==> src/rtl/apb_pkg.sv <==
// ----------------------------------------------------------------------------
// apb_pkg
// Shared types and constants for the APB request arbiter.
//   apb_state_e : APB requester phase (idle, setup, access)
//   ADDR_W/DATA_W/STRB_W/PROT_W : APB field widths
//   WAIT_W      : width of the ACCESS wait counter (timeouts up to 255 cycles)
//   idx_width() : width of a requester index for a given requester count
// ----------------------------------------------------------------------------
package apb_pkg;

    localparam int unsigned ADDR_W = 32;
    localparam int unsigned DATA_W = 32;
    localparam int unsigned STRB_W = 4;
    localparam int unsigned PROT_W = 3;
    localparam int unsigned WAIT_W = 8;

    typedef enum logic [1:0] {
        StIdle   = 2'd0,
        StSetup  = 2'd1,
        StAccess = 2'd2
    } apb_state_e;

    // Index width never drops below one bit so single-requester builds still elaborate.
    function automatic int unsigned idx_width(input int unsigned n);
        return (n > 1) ? $clog2(n) : 1;
    endfunction

endpackage

==> src/rtl/apb_rr_arbiter.sv <==
// ----------------------------------------------------------------------------
// apb_rr_arbiter
// Purely combinational round-robin picker. The search starts at the requester
// after the most recent winner and wraps, so the last winner has the lowest
// priority on the next decision.
// Ports:
//   req_i   [NumReq]  request vector
//   last_i  [IdxW]    index of the previous winner
//   gnt_o   [NumReq]  one-hot grant (all zero when nothing requests)
//   idx_o   [IdxW]    binary index of the grant
//   valid_o           at least one requester won
// ----------------------------------------------------------------------------
module apb_rr_arbiter
    import apb_pkg::*;
#(
    parameter int unsigned NumReq = 2,
    localparam int unsigned IdxW  = idx_width(NumReq)
) (
    input  logic [NumReq-1:0] req_i,
    input  logic [IdxW-1:0]   last_i,
    output logic [NumReq-1:0] gnt_o,
    output logic [IdxW-1:0]   idx_o,
    output logic              valid_o
);

    int unsigned cand;
    logic        found;

    always_comb begin
        gnt_o   = '0;
        idx_o   = '0;
        valid_o = 1'b0;
        found   = 1'b0;
        cand    = 0;
        // Offsets 1..NumReq visit every requester once, the previous winner last.
        for (int unsigned off = 1; off <= NumReq; off++) begin
            cand = (int'(last_i) + off) % NumReq;
            if (!found && req_i[IdxW'(cand)]) begin
                found              = 1'b1;
                gnt_o[IdxW'(cand)] = 1'b1;
                idx_o              = IdxW'(cand);
            end
        end
        valid_o = found;
    end

endmodule

==> src/rtl/apb_req_arbiter.sv <==
// ----------------------------------------------------------------------------
// apb_req_arbiter
// Shares one APB requester port between NUM_REQ local requesters. Requests are
// granted round-robin, forwarded as a standard SETUP/ACCESS transfer, and the
// completion is returned as a one-cycle pulse to the owning requester. An
// ACCESS phase that waits TIMEOUT_CYCLES cycles without pready is aborted and
// reported as an error with rsp_timeout_o set.
// Ports:
//   pclk_i, preset_i            clock, asynchronous active-high reset
//   req_valid_i/req_ready_o     per-requester handshake (ready only for winner)
//   req_write_i                 per-requester direction, 1 = write
//   req_addr_i/req_wdata_i      packed per-requester address / write data
//   req_strb_i/req_prot_i       packed per-requester strobes / protection
//   rsp_valid_o                 per-requester completion pulse
//   rsp_rdata_o                 read data (zero for writes and timeouts)
//   rsp_slverr_o/rsp_timeout_o  error flag / error caused by timeout
//   psel_o .. pprot_o           registered APB requester outputs
//   pready_i/pslverr_i/prdata_i APB completer response
// ----------------------------------------------------------------------------
module apb_req_arbiter
    import apb_pkg::*;
#(
    parameter int unsigned NUM_REQ        = 2,
    parameter int unsigned TIMEOUT_CYCLES = 16
) (
    input  logic                        pclk_i,
    input  logic                        preset_i,

    input  logic [NUM_REQ-1:0]          req_valid_i,
    output logic [NUM_REQ-1:0]          req_ready_o,
    input  logic [NUM_REQ-1:0]          req_write_i,
    input  logic [NUM_REQ*ADDR_W-1:0]   req_addr_i,
    input  logic [NUM_REQ*DATA_W-1:0]   req_wdata_i,
    input  logic [NUM_REQ*STRB_W-1:0]   req_strb_i,
    input  logic [NUM_REQ*PROT_W-1:0]   req_prot_i,

    output logic [NUM_REQ-1:0]          rsp_valid_o,
    output logic [DATA_W-1:0]           rsp_rdata_o,
    output logic                        rsp_slverr_o,
    output logic                        rsp_timeout_o,

    output logic                        psel_o,
    output logic                        penable_o,
    output logic                        pwrite_o,
    output logic [ADDR_W-1:0]           paddr_o,
    output logic [DATA_W-1:0]           pwdata_o,
    output logic [STRB_W-1:0]           pstrb_o,
    output logic [PROT_W-1:0]           pprot_o,
    input  logic                        pready_i,
    input  logic                        pslverr_i,
    input  logic [DATA_W-1:0]           prdata_i
);

    localparam int unsigned       IdxW     = idx_width(NUM_REQ);
    localparam logic [WAIT_W-1:0] WaitLast = WAIT_W'(TIMEOUT_CYCLES - 1);
    localparam logic [IdxW-1:0]   LastInit = IdxW'(NUM_REQ - 1);

    // ------------------------------------------------------------------------
    // State
    // ------------------------------------------------------------------------
    apb_state_e          state_q;
    logic [IdxW-1:0]     last_grant_q;  // also the owner of the in-flight transfer
    logic [WAIT_W-1:0]   wait_q;

    logic                psel_q;
    logic                penable_q;
    logic                pwrite_q;
    logic [ADDR_W-1:0]   paddr_q;
    logic [DATA_W-1:0]   pwdata_q;
    logic [STRB_W-1:0]   pstrb_q;
    logic [PROT_W-1:0]   pprot_q;

    logic [NUM_REQ-1:0]  rsp_valid_q;
    logic [DATA_W-1:0]   rsp_rdata_q;
    logic                rsp_slverr_q;
    logic                rsp_timeout_q;

    // ------------------------------------------------------------------------
    // Unpack per-requester fields
    // ------------------------------------------------------------------------
    logic [ADDR_W-1:0] addr_arr  [NUM_REQ];
    logic [DATA_W-1:0] wdata_arr [NUM_REQ];
    logic [STRB_W-1:0] strb_arr  [NUM_REQ];
    logic [PROT_W-1:0] prot_arr  [NUM_REQ];

    for (genvar g = 0; g < NUM_REQ; g++) begin : g_unpack
        assign addr_arr[g]  = req_addr_i[g*ADDR_W +: ADDR_W];
        assign wdata_arr[g] = req_wdata_i[g*DATA_W +: DATA_W];
        assign strb_arr[g]  = req_strb_i[g*STRB_W +: STRB_W];
        assign prot_arr[g]  = req_prot_i[g*PROT_W +: PROT_W];
    end

    // ------------------------------------------------------------------------
    // Arbitration
    // ------------------------------------------------------------------------
    logic [NUM_REQ-1:0] gnt;
    logic [IdxW-1:0]    win_idx;
    logic               win_valid;
    logic               arb_en;
    logic               accept;
    logic [NUM_REQ-1:0] owner_onehot;

    apb_rr_arbiter #(
        .NumReq (NUM_REQ)
    ) u_rr_arbiter (
        .req_i   (req_valid_i),
        .last_i  (last_grant_q),
        .gnt_o   (gnt),
        .idx_o   (win_idx),
        .valid_o (win_valid)
    );

    // A new transfer may start when idle, or in the ACCESS cycle that completes
    // normally. A timing-out ACCESS cycle has pready low, so it never arbitrates.
    assign arb_en      = (state_q == StIdle) || ((state_q == StAccess) && pready_i);
    assign req_ready_o = arb_en ? gnt : '0;
    assign accept      = arb_en && win_valid;

    always_comb begin
        owner_onehot               = '0;
        owner_onehot[last_grant_q] = 1'b1;
    end

    // ------------------------------------------------------------------------
    // FSM with registered APB and response outputs
    // ------------------------------------------------------------------------
    always_ff @(posedge pclk_i or posedge preset_i) begin
        if (preset_i) begin
            state_q       <= StIdle;
            last_grant_q  <= LastInit;
            wait_q        <= '0;
            psel_q        <= 1'b0;
            penable_q     <= 1'b0;
            pwrite_q      <= 1'b0;
            paddr_q       <= '0;
            pwdata_q      <= '0;
            pstrb_q       <= '0;
            pprot_q       <= '0;
            rsp_valid_q   <= '0;
            rsp_rdata_q   <= '0;
            rsp_slverr_q  <= 1'b0;
            rsp_timeout_q <= 1'b0;
        end else begin
            // Response fields are single-cycle; they read as zero between pulses.
            rsp_valid_q   <= '0;
            rsp_rdata_q   <= '0;
            rsp_slverr_q  <= 1'b0;
            rsp_timeout_q <= 1'b0;

            if (accept) begin
                last_grant_q <= win_idx;
                pwrite_q     <= req_write_i[win_idx];
                paddr_q      <= addr_arr[win_idx];
                pwdata_q     <= wdata_arr[win_idx];
                pstrb_q      <= strb_arr[win_idx];
                pprot_q      <= prot_arr[win_idx];
            end

            unique case (state_q)
                StIdle: begin
                    if (accept) begin
                        state_q   <= StSetup;
                        psel_q    <= 1'b1;
                        penable_q <= 1'b0;
                    end
                end

                StSetup: begin
                    state_q   <= StAccess;
                    penable_q <= 1'b1;
                end

                StAccess: begin
                    if (pready_i) begin
                        rsp_valid_q  <= owner_onehot;
                        rsp_rdata_q  <= pwrite_q ? '0 : prdata_i;
                        rsp_slverr_q <= pslverr_i;
                        wait_q       <= '0;
                        // Back-to-back: a same-cycle grant goes straight to SETUP.
                        state_q      <= accept ? StSetup : StIdle;
                        psel_q       <= accept;
                        penable_q    <= 1'b0;
                    end else if (wait_q == WaitLast) begin
                        rsp_valid_q   <= owner_onehot;
                        rsp_slverr_q  <= 1'b1;
                        rsp_timeout_q <= 1'b1;
                        wait_q        <= '0;
                        state_q       <= StIdle;
                        psel_q        <= 1'b0;
                        penable_q     <= 1'b0;
                    end else begin
                        wait_q <= wait_q + WAIT_W'(1);
                    end
                end

                default: begin
                    state_q   <= StIdle;
                    psel_q    <= 1'b0;
                    penable_q <= 1'b0;
                    wait_q    <= '0;
                end
            endcase
        end
    end

    // ------------------------------------------------------------------------
    // Outputs
    // ------------------------------------------------------------------------
    assign psel_o        = psel_q;
    assign penable_o     = penable_q;
    assign pwrite_o      = pwrite_q;
    assign paddr_o       = paddr_q;
    assign pwdata_o      = pwdata_q;
    assign pstrb_o       = pstrb_q;
    assign pprot_o       = pprot_q;
    assign rsp_valid_o   = rsp_valid_q;
    assign rsp_rdata_o   = rsp_rdata_q;
    assign rsp_slverr_o  = rsp_slverr_q;
    assign rsp_timeout_o = rsp_timeout_q;

endmodule

==> config.mk <==
export PLATFORM = sky130hd
export DESIGN_NAME = apb_req_arbiter
export DESIGN_NICKNAME = d
export VERILOG_FILES = /design/src/rtl/apb_pkg.sv /design/src/rtl/apb_rr_arbiter.sv /design/src/rtl/apb_req_arbiter.sv
export SDC_FILE = /design/constraint.sdc
export NUM_CORES = 1
export LEC_CHECK = 0
export CAP_MARGIN = 15
export CORE_MARGIN = 10
export CORE_UTILIZATION = 42
export CTS_CLUSTER_DIAMETER = 60
export DETAILED_ROUTE_END_ITERATION = 10
export GPL_ROUTABILITY_DRIVEN = 0
export PLACE_DENSITY = 0.86
export SKIP_LAST_GASP = 1
export SLEW_MARGIN = 20
export SYNTH_ARGS = -nofsm -noshare
export SYNTH_HDL_FRONTEND = slang
export SYNTH_SLANG_ARGS = --single-unit
==> constraint.sdc <==
create_clock -name pclk_i -period 8 [get_ports pclk_i]
set_input_delay 1.2 -clock pclk_i [delete_from_list [all_inputs] [get_ports pclk_i]]
set_output_delay 1.2 -clock pclk_i [all_outputs]
set_load 0.02 [all_outputs]
==> results of run 1 <==
-- registers in the layout, indices dropped and copies added (netlist names) --
name and flops:
paddr_o 32, pstrb_o 4, psel_o 1, rsp_rdata_o 32, last_grant_q 1, pprot_o 3
rsp_slverr_o 1, rsp_valid_o 2, pwdata_o 32, pwrite_o 1, wait_q 8, rsp_timeout_o 1
state_q 2
-- synth_stat cells --
| cell type | n |
|---|---|
| sky130_fd_sc_hd__mux2_2 | 144 |
| sky130_fd_sc_hd__dfrtp_1 | 119 |
| sky130_fd_sc_hd__and2_1 | 33 |
| sky130_fd_sc_hd__buf_2 | 12 |
| sky130_fd_sc_hd__nand2_1 | 9 |
| sky130_fd_sc_hd__buf_6 | 6 |
| sky130_fd_sc_hd__nor3_1 | 6 |
| sky130_fd_sc_hd__inv_1 | 5 |
| sky130_fd_sc_hd__o21ai_0 | 5 |
| sky130_fd_sc_hd__nand2b_1 | 4 |
| sky130_fd_sc_hd__nand3_1 | 4 |
| sky130_fd_sc_hd__clkbuf_1 | 3 |
| sky130_fd_sc_hd__nor2_1 | 3 |
| sky130_fd_sc_hd__o31ai_1 | 3 |
| sky130_fd_sc_hd__a21oi_1 | 2 |
| sky130_fd_sc_hd__o311ai_0 | 2 |
| sky130_fd_sc_hd__or3_1 | 2 |
| sky130_fd_sc_hd__a211oi_1 | 1 |
| sky130_fd_sc_hd__a21boi_0 | 1 |
| sky130_fd_sc_hd__a21o_1 | 1 |
| sky130_fd_sc_hd__a2bb2oi_1 | 1 |
| sky130_fd_sc_hd__a311o_1 | 1 |
| sky130_fd_sc_hd__a311oi_1 | 1 |
| sky130_fd_sc_hd__and2b_1 | 1 |
| sky130_fd_sc_hd__and3_1 | 1 |
| sky130_fd_sc_hd__and4b_1 | 1 |
| sky130_fd_sc_hd__dfstp_2 | 1 |
| sky130_fd_sc_hd__ha_1 | 1 |
| sky130_fd_sc_hd__nand4b_1 | 1 |
| sky130_fd_sc_hd__nor2b_1 | 1 |
| sky130_fd_sc_hd__nor3b_1 | 1 |
| sky130_fd_sc_hd__nor4_1 | 1 |
| sky130_fd_sc_hd__o211ai_1 | 1 |
| sky130_fd_sc_hd__o221ai_1 | 1 |
| sky130_fd_sc_hd__o2bb2ai_1 | 1 |
| sky130_fd_sc_hd__o31a_1 | 1 |
| sky130_fd_sc_hd__or2_2 | 1 |
| sky130_fd_sc_hd__or3b_1 | 1 |
| sky130_fd_sc_hd__or4_1 | 1 |
| sky130_fd_sc_hd__or4b_2 | 1 |
-- logic make-up (layout without fill, tap and decap cells) --
| kind of cell | after synthesis | count (layout) | synth area share |
|---|---|---|---|
| muxes | 144 | 144 | 0.3015 |
| AOI/OAI and AO/OA | 22 | 22 | 0.02955 |
| buffers and inverters | 26 | 334 | 0.02931 |
| adders and majority gates | 1 | 1 | 0.002326 |
| DFF | 120 | 120 | 0.5585 |
| and+or+nand+nor | 72 | 72 | 0.07886 |
-- layer usage --
| metal | global-route usage | up-vias | routed length (µm) |
|---|---|---|---|
| met1 | 0.2088 | 2053 | 6706 |
| met4 | 0.05562 | 0 | 238 |
| met5 | 0 | - | 0 |
| met2 | 0.3558 | 196 | 9401 |
| li1 | - | 1960 | - |
| met3 | 0.08308 | 16 | 1571 |
-- metrics by stage --
step | hold slack, ps | setup slack (ps) | area, µm² | total power [mW]
floorplan | 477.6 | 3616 | 5379 | 1.655
global placement | 488.8 | 3380 | 8442 | 2.266
detailed placement | 495.5 | 3291 | 8448 | 2.314
CTS | 507.6 | 3282 | 9062 | 3.112
global route | 520.4 | 3173 | 9062 | 3.223
finish | 504.1 | 3311 | 9062 | 3.076
-- worst max-delay path by stage --
stage / endpoint / slack [ps] / depth (start not counted)
final: req_ready_o[1] / 3310 / 5
after global routing: req_ready_o[1] / 3170 / 5
after CTS: req_ready_o[1] / 3280 / 5
after detailed placement: req_ready_o[1] / 3290 / 5
after global placement: req_ready_o[1] / 3380 / 5
after floorplan: paddr_o[0]$_DFFE_PP0P_ / 3620 / 1
-- cell type report --
class                   count  area [µm²]  area share
well taps                 172       215.2     0.02375
repair buffers            297        2963      0.3269
inverters                   5       21.27    0.002347
flip-flops and latches    120        3004      0.3315
clock inverters            14       175.2     0.01933
clock buffers              18       439.2     0.04846
multi-input cells         239        2245      0.2477
-- worst reg2reg max path, delay by kind of cell (launching register included) --
| family | cells | cell delay (ps) |
|---|---|---|
| buffers and inverters | 1 | 720 |
| flip-flops | 1 | 480 |
| multiplexers | 1 | 470 |
| AND/OR/NAND/NOR | 2 | 900 |
-- power groups by stage --
| stage | clock network [mW] | logic (mW) | registers, mW |
|---|---|---|---|
| 2_1_floorplan | 0 | 0.443 | 1.21 |
| 3_3_place_gp | 0 | 1.30 | 0.961 |
| 3_5_place_dp | 0 | 1.34 | 0.977 |
| 4_1_cts | 0.796 | 1.35 | 0.971 |
| 5_1_grt | 0.826 | 1.40 | 0.998 |
| 6_report | 0.781 | 1.33 | 0.969 |
==> results.cfg, run 1 <==
[floorplan]
placeableCoreArea_mm2 = 0.01257
fp-row-count = 41
die_x_um = 133.2
die_y_um = 133.2
initial_core_util = 0.4280
io_pins = 294
dieArea_mm2 = 0.01773

[setup_path]
crit_path_max_incr_delay_ps = 720
ff2ff_path_depth = 4
crit_path_top_delay_cell = sky130_fd_sc_hd__buf_4
rr_endpoint = pwdata_o[16]$_DFFE_PP0P_
crit_required_ps = 6800
cp_num_buf_inv = 3
critical_path.endpoint_type = primary output
crit-reg2reg-launch = state_q[1]$_DFFE_PP0P_
critPathMostFrequentCell = sky130_fd_sc_hd__clkdlybuf4s50_1
reg2reg_slack_ps = 5300
cp-startpoint = req_valid_i[1]
critical_path.max_fanout = 73
worstPathArrival_ps = 3490
setup.worst_path.start_class = primary input
worst_path_dominant_cell_family = buffers and inverters
worst-setup-path-type = in2out
crit_chain = clkdlybuf4s50_1 -> a21boi_4 -> buf_4 -> and2_1 -> clkdlybuf4s50_1

[power_and_ir_drop]
p_clk_frac = 0.254
power.share.switching = 0.3381
int_pwr_mw = 2.036
ir_drop_v = 0.0002203
cell_pwr_density_mw_per_mm2 = 339.4
seqPwrFrac = 0.315
combinationalPowerShare = 0.431
power.switching_mw = 1.040
p_leak_nw = 3.729

[clocking]
path_clk_slew_ps = 50
cts-root-buf = sky130_fd_sc_hd__clkbuf_16
clock-sinks = 120
insertion_delay_ps = 400
cts_max_level = 4
cts_hold_buffers_added = 0
cts_max_path_buffers = 2
cts_inserted_buffers = 17
ctsResizeCount = 0
post-cts-setup-buffers = 0
tritoncts = yes

[logic_synthesis]
ys_warn_count = 0
seq_area_frac_synth = 0.5585
mappedNetlistNets = 568
synth.largest_area_cell = sky130_fd_sc_hd__dfrtp_1
synth.lib_cells_used.distinct = 40
synth.ff_latch_count = 120
netlist_instances = 385
synthesis.area_per_instance_um2 = 13.97
post_synth_instance_area_mm2 = 0.005379
synth.area.top_cells = sky130_fd_sc_hd__dfrtp_1 (55%), sky130_fd_sc_hd__mux2_2 (30%), sky130_fd_sc_hd__and2_1 (3.8%)
synth_top_cell_area_share = 0.5536

[grt]
grt_first_pass_wirelength_um = 27750
first_global_vias = 4817
grt_start_max_net_pins = 74
track_usage = 0.1986
antenna_violations_before_repair = 0
grt-ovfl-total = 0

[hold_path]
hold_class = reg2reg
worstHoldEndpoint = paddr_o[2]$_DFFE_PP0P_
min_from = paddr_o[2]$_DFFE_PP0P_
holdPathStages = 1

[sta]
final_min_period_over_clock_period = 0.5861
fmax_mhz = 213.3
final-setup-viol-count = 0
slew_headroom = 0.3786
rsz_0062_raised_after_global_routing = false
hold_viol_final = 0
maxSlewViolCount = 0
actual_slew_at_the_worst_max_slew_pin_ps = 932.1
layout_min_cycle_time_ps = 4689
skew_ps = 9.299
timing.setup.tns_ps = 0

[drt]
post_drt_via_cell_ratio = 4.884
routedWlPerCell_um = 20.71
drt_wl_total_um = 17920
detail_route.iter0.violations = 188
drc = 0
dr.pass1.iters = 5
vias = 4225
route.antenna.remaining_nets = 0

[finish]
fill_cells = 867
antennaDiodeCount = 0
syn_to_final_growth_pct = 68.48
mostFrequentLayoutCells = sky130_fd_sc_hd__clkdlybuf4s50_1 (293), sky130_fd_sc_hd__mux2_2 (144), sky130_fd_sc_hd__dfrtp_1 (119)
finalNetCount = 863
post_route_cells_drive_above_1_share = 0.2698
final_common_cell = sky130_fd_sc_hd__clkdlybuf4s50_1
finish.utilization = 0.7211
instances_no_fill = 865

[run]
max-cap-violations = 0

[status]
run_status = complete, no violations

[placed_design]
placed_cells = 833
portBuffers = 293
place.detailed.hpwl_um = 14040
Power figures use the tool's default switching activity.
==> inputs of run 2 (changes only) <==
CORE_UTILIZATION = 35   (was 42)
PLACE_DENSITY = 0.76   (was 0.86)
clock period = 4.2 ns   (was 8 ns; I/O delays follow)
==> results.cfg, run 2 (synthesis gave the netlist of run 1 again) <==
[sta]
final-setup-viol-count = 0
timing.setup.tns_ps = 0
rsz_0062_raised_after_global_routing = false
slew_headroom = 0.3830
final_min_period_over_clock_period = 0.7010
maxSlewViolCount = 0
actual_slew_at_the_worst_max_slew_pin_ps = 925.5
fmax_mhz = 339.7
skew_ps = 5.060
hold_viol_final = 0
layout_min_cycle_time_ps = 2944

[finish]
total_area_of_multi_input_combinational_cells_mm2 = 0.002238
antennaDiodeCount = 0
final-seq-area_mm2 = 0.003004
finalNetCount = 864
mostFrequentLayoutCells = sky130_fd_sc_hd__clkdlybuf4s50_1 (293), sky130_fd_sc_hd__mux2_2 (144), sky130_fd_sc_hd__dfrtp_1 (119)
final_area_mm2 = 0.009044
fill_cells = 1199
syn_to_final_growth_pct = 68.13
final_common_cell = sky130_fd_sc_hd__clkdlybuf4s50_1
post_route_cells_drive_above_1_share = 0.2684

[floorplan]
placeableCoreArea_mm2 = 0.01515
io_pins = 294
fp-row-count = 45
die_y_um = 144.0
initial_core_util = 0.3551
dieArea_mm2 = 0.02073
die_x_um = 144.0

[drt]
drt_wl_total_um = 16800
detail_route.iter0.violations = 188
vias = 4174
dr.pass1.iters = 4
route.antenna.remaining_nets = 0
drc = 0
post_drt_via_cell_ratio = 4.738
routedWlPerCell_um = 19.07

[setup_path]
crit_path_top_delay_cell = sky130_fd_sc_hd__clkdlybuf4s50_1
cp_num_buf_inv = 2
crit_chain = clkdlybuf4s50_1 -> nor2b_1 -> nor2_1 -> and3_1 -> clkdlybuf4s50_1
crit_path_max_incr_delay_ps = 540
critical_path.endpoint_type = primary output
worstPathArrival_ps = 2310
critical_path.max_fanout = 9
setup.worst_path.start_class = primary input
crit_required_ps = 3570
worst_path_dominant_cell_family = buffers and inverters
critPathMostFrequentCell = sky130_fd_sc_hd__clkdlybuf4s50_1
worst-setup-path-type = in2out

[clocking]
path_clk_slew_ps = 50
insertion_delay_ps = 410
cts-root-buf = sky130_fd_sc_hd__clkbuf_16
cts_max_path_buffers = 2
ctsResizeCount = 0
cts_inserted_buffers = 17
post-cts-setup-buffers = 0
clock-sinks = 120
cts_hold_buffers_added = 0
tritoncts = yes
cts_max_level = 4

[power_and_ir_drop]
total_power_mw = 5.692
cell_pwr_density_mw_per_mm2 = 629.4
ir_drop_v = 0.0003455
p_leak_nw = 3.712

[grt]
first_global_vias = 4642
grt_first_pass_wirelength_um = 25450
grt_start_max_net_pins = 73
grt-ovfl-total = 0
track_usage = 0.1586
antenna_violations_before_repair = 0

[status]
run_status = complete, no violations

[placed_design]
place.detailed.hpwl_um = 13290
portBuffers = 293
postPlaceCellArea_mm2 = 0.008482

[run]
max-cap-violations = 0

[hold_path]
hold_class = reg2reg
[run 2: changes by cell type in the layout (fill, tap and decap cells not counted)]
cell	delta
sky130_fd_sc_hd__bufinv_16	-1
sky130_fd_sc_hd__clkinv_2	+3
sky130_fd_sc_hd__clkbuf_1	+1
sky130_fd_sc_hd__nor3_2	+1
sky130_fd_sc_hd__nor3_4	-1
sky130_fd_sc_hd__inv_6	-1
sky130_fd_sc_hd__clkbuf_8	-1
sky130_fd_sc_hd__buf_12	+1
sky130_fd_sc_hd__clkinvlp_4	+1
sky130_fd_sc_hd__clkinv_4	-3
[run 2: layout make-up]
cell class / count / area share
flip-flops and latches: 120 / 0.3322
multi-input cells: 239 / 0.2475
well taps: 188 / 0.02601
inverters: 5 / 0.002352
repair buffers: 298 / 0.3298
clock inverters: 13 / 0.01467
clock buffers: 18 / 0.04745
[run 2: worst paths after layout]
path	end	slack, ps	cells after the start	from
max in group asynchronous	last_grant_q$_DFFE_PP1P_	2630	3	preset_i
setup reg to reg	pwdata_o[11]$_DFFE_PP0P_	2090	4	last_grant_q$_DFFE_PP1P_
setup / recovery	req_ready_o[0]	1260	5	pready_i
min in group asynchronous	paddr_o[14]$_DFFE_PP0P_	720	2	preset_i
hold / removal	pwdata_o[31]$_DFFE_PP0P_	500	1	pwdata_o[31]$_DFFE_PP0P_
hold reg to reg	pwdata_o[31]$_DFFE_PP0P_	500	1	pwdata_o[31]$_DFFE_PP0P_
[run 2: stage by stage]
step | hold slack (ps) | cells | utilization | setup WS (ps)
global placement | 487.6 | 850 | 0.5600 | 1277
detailed placement | 494.6 | 850 | 0.5600 | 1248
CTS | 506.8 | 881 | 0.5971 | 1249
floorplan | 477.6 | 385 | - | 385.8
global route | 512.3 | 881 | 0.5971 | 1124
finish | 501.5 | 881 | 0.5971 | 1256
[run 2: report_power, final]
part | total (mW) | leakage (nW) | internal [mW] | switching [mW]
Sequential | 1.84 | 1.49 | 1.59 | 0.252
Combinational | 2.49 | 1.95 | 1.34 | 1.14
Clock | 1.37 | 0.267 | 0.863 | 0.507
[run 2: layer usage]
metal	global-route usage	up-vias	wire length, µm
li1	-	1955	-
met1	0.1661	1998	6161
met5	0	-	0
met2	0.2667	197	8382
met4	0.06287	0	289
met3	0.07871	24	1964
==> edit (flow settings as in run 1) <==
`STRB_W`: 4 -> 3.
--- a/src/rtl/apb_pkg.sv
+++ b/src/rtl/apb_pkg.sv
@@ -10,7 +10,7 @@
 
     localparam int unsigned ADDR_W = 32;
     localparam int unsigned DATA_W = 32;
-    localparam int unsigned STRB_W = 4;
+    localparam int unsigned STRB_W = 3;
     localparam int unsigned PROT_W = 3;
     localparam int unsigned WAIT_W = 8;
 
Ports: changed (resized pstrb_o and req_strb_i); port bits go from 294 to 291. The function was not compared with the original's and may differ.
==> edit against run 1 <==
- sequential cell count decreased by 1
- design area is 0.36% lower
- total power rose by 2.3%
- worst setup slack gained 0.47 ns
- synthesized area is 1.5% lower
- critical endpoint is now req_ready_o[0]
- routed wire length rose by 0.66%
- count of clock-buffer cells in the layout increased by 6
- worst hold slack worse by 0.0024 ns
==> edit: results (changes against run 1) <==
synth cell count leaders: mux2_2, dfrtp_1, and2_1 (unchanged)
CTS clock-pin slew for the worst setup and hold paths: 0.05 ns (about the same)
number of port buffers: 290 (was 293)
Post-Syn Nets: 564 (was 568)
antenna violations before repair: 0 (unchanged)
VDD IR max: 169 uV (was 220 uV)
DRT Pass-1 Iters: 4 (was 5)
top cells by area, synth: dfrtp_1, mux2_2, and2_1, buf_2, buf_4 (was dfrtp_1, mux2_2, and2_1, buf_6, buf_2)
H-tree depth: 4 (unchanged)
crit-path max FO: 9 (was 73)
Yosys cell types: 35 (was 40)
WL met2: 9250 microns (was 9400 microns)
Synth Area in Compound Gates: 2.93% (was 2.95%)
GRT Total Usage: 20.7% (was 19.9%)
antenna diode count: 0 (unchanged)
Post-DP HPWL: 14,000 microns (about the same)
post-route ant nets: 0 (unchanged)
Worst Path Arrival: 3.02 ns (was 3.49 ns)
Max stage delay on crit path: 0.68 ns (was 0.72 ns)
outcome: finished clean (unchanged)
WL met3: 1750 microns (was 1570 microns)
layout cells sized above 1: 26.3% (was 27.0%)
count leader, synth: mux2_2 (unchanged)
post-synthesis sequential area ratio: 56.2% (was 55.9%)
clk_lat worst skew: 0.40 ns (about the same)
wire length on met1: 6650 microns (was 6710 microns)
CTS max path bufs: 2 (unchanged)
post-CTS resize count: 0 (unchanged)
slowest CP cell: clkdlybuf4s50_1 (was buf_4)
Worst Hold Class: flip-flop to flip-flop (unchanged)
Vias per Instance: 4.93 (was 4.88)
vias in the first global route: 4,969 (was 4,817)
Leak: 3.73 nW (about the same)
routed length per placed instance: 21.1 microns (was 20.7 microns)
Starting DRT DRC Count: 250 (was 188)
Post-Synth Adder-Cell Area: 0.236% (was 0.233%)
Worst Tran Pin Value: 0.968 ns (was 0.932 ns)
CP delay by family, top: buffers and inverters (unchanged)
Root Buffer: clkbuf_16 (unchanged)
post-synthesis mux area share: 30.2% (was 30.1%)
Final Skew: 0.00787 ns (was 0.00930 ns)
NumNets Final: 856 (was 863)
Num CTS Buffers: 17 (unchanged)
pin count of the biggest net entering global routing: 74 (unchanged)
uppermost layer routed: met4 (unchanged)
ys async rst share: 100% (unchanged)
first-pass GRT wire length: 28,300 microns (was 27,800 microns)
-- edit: changes by cell type after synthesis, sizes merged, moves of 2 or more --
cell   before  now
mux2      144  142
o31ai       3    1
or4         1    3
a21oi       2    4
-- edit: power breakdown --
group	leakage (nW)	internal [mW]	total [mW]	switching (mW)
sequential	1.48	0.827	0.962	0.135
combinational	1.91	0.695	1.31	0.619
clock	0.334	0.617	0.870	0.253
-- edit: stage by stage --
stage / worst slack [ns] / utilization [%] / total power, mW / area [sq um] / cells
floorplan: 3.64 / - / 1.64 / 5300 / 383
global placement: 3.85 / 68.6 / 2.25 / 8350 / 824
detailed placement: 3.75 / 68.6 / 2.29 / 8350 / 824
CTS: 3.74 / 74.2 / 3.18 / 9030 / 856
global route: 3.64 / 74.2 / 3.29 / 9030 / 856
finish: 3.78 / 74.2 / 3.15 / 9030 / 856
-- edit: final cells by class --
class	count	area, sq um
Fill cell	790	3130
Sequential cell	119	2980
Clock inverter	8	190
Clock buffer	24	492
Inverter	7	28.8
Tap cell	168	210
Multi-Input combinational cell	236	2200
Timing Repair Buffer	294	2930
-- edit: path summary, 6_finish.rpt --
kind | from | end | slack [ns] | depth (start not counted)
worst max-delay path | pready_i | req_ready_o[0] | 3.78 | 4
worst min-delay path | paddr_o[27] | paddr_o[27] | 0.50 | 1
worst max register to register | state_q[1] | paddr_o[3] | 5.78 | 4
worst min register to register | paddr_o[27] | paddr_o[27] | 0.50 | 1
max in group asynchronous | preset_i | pwdata_o[31] | 5.44 | 3
min in group asynchronous | preset_i | pwdata_o[14] | 1.23 | 2
-- edit: layer usage --
metal  track usage, %  up-vias
met5                0        -
met4             7.21        0
met3             9.41       29
met2             37.0      220
met1             20.7     2028
li1                 -     1945
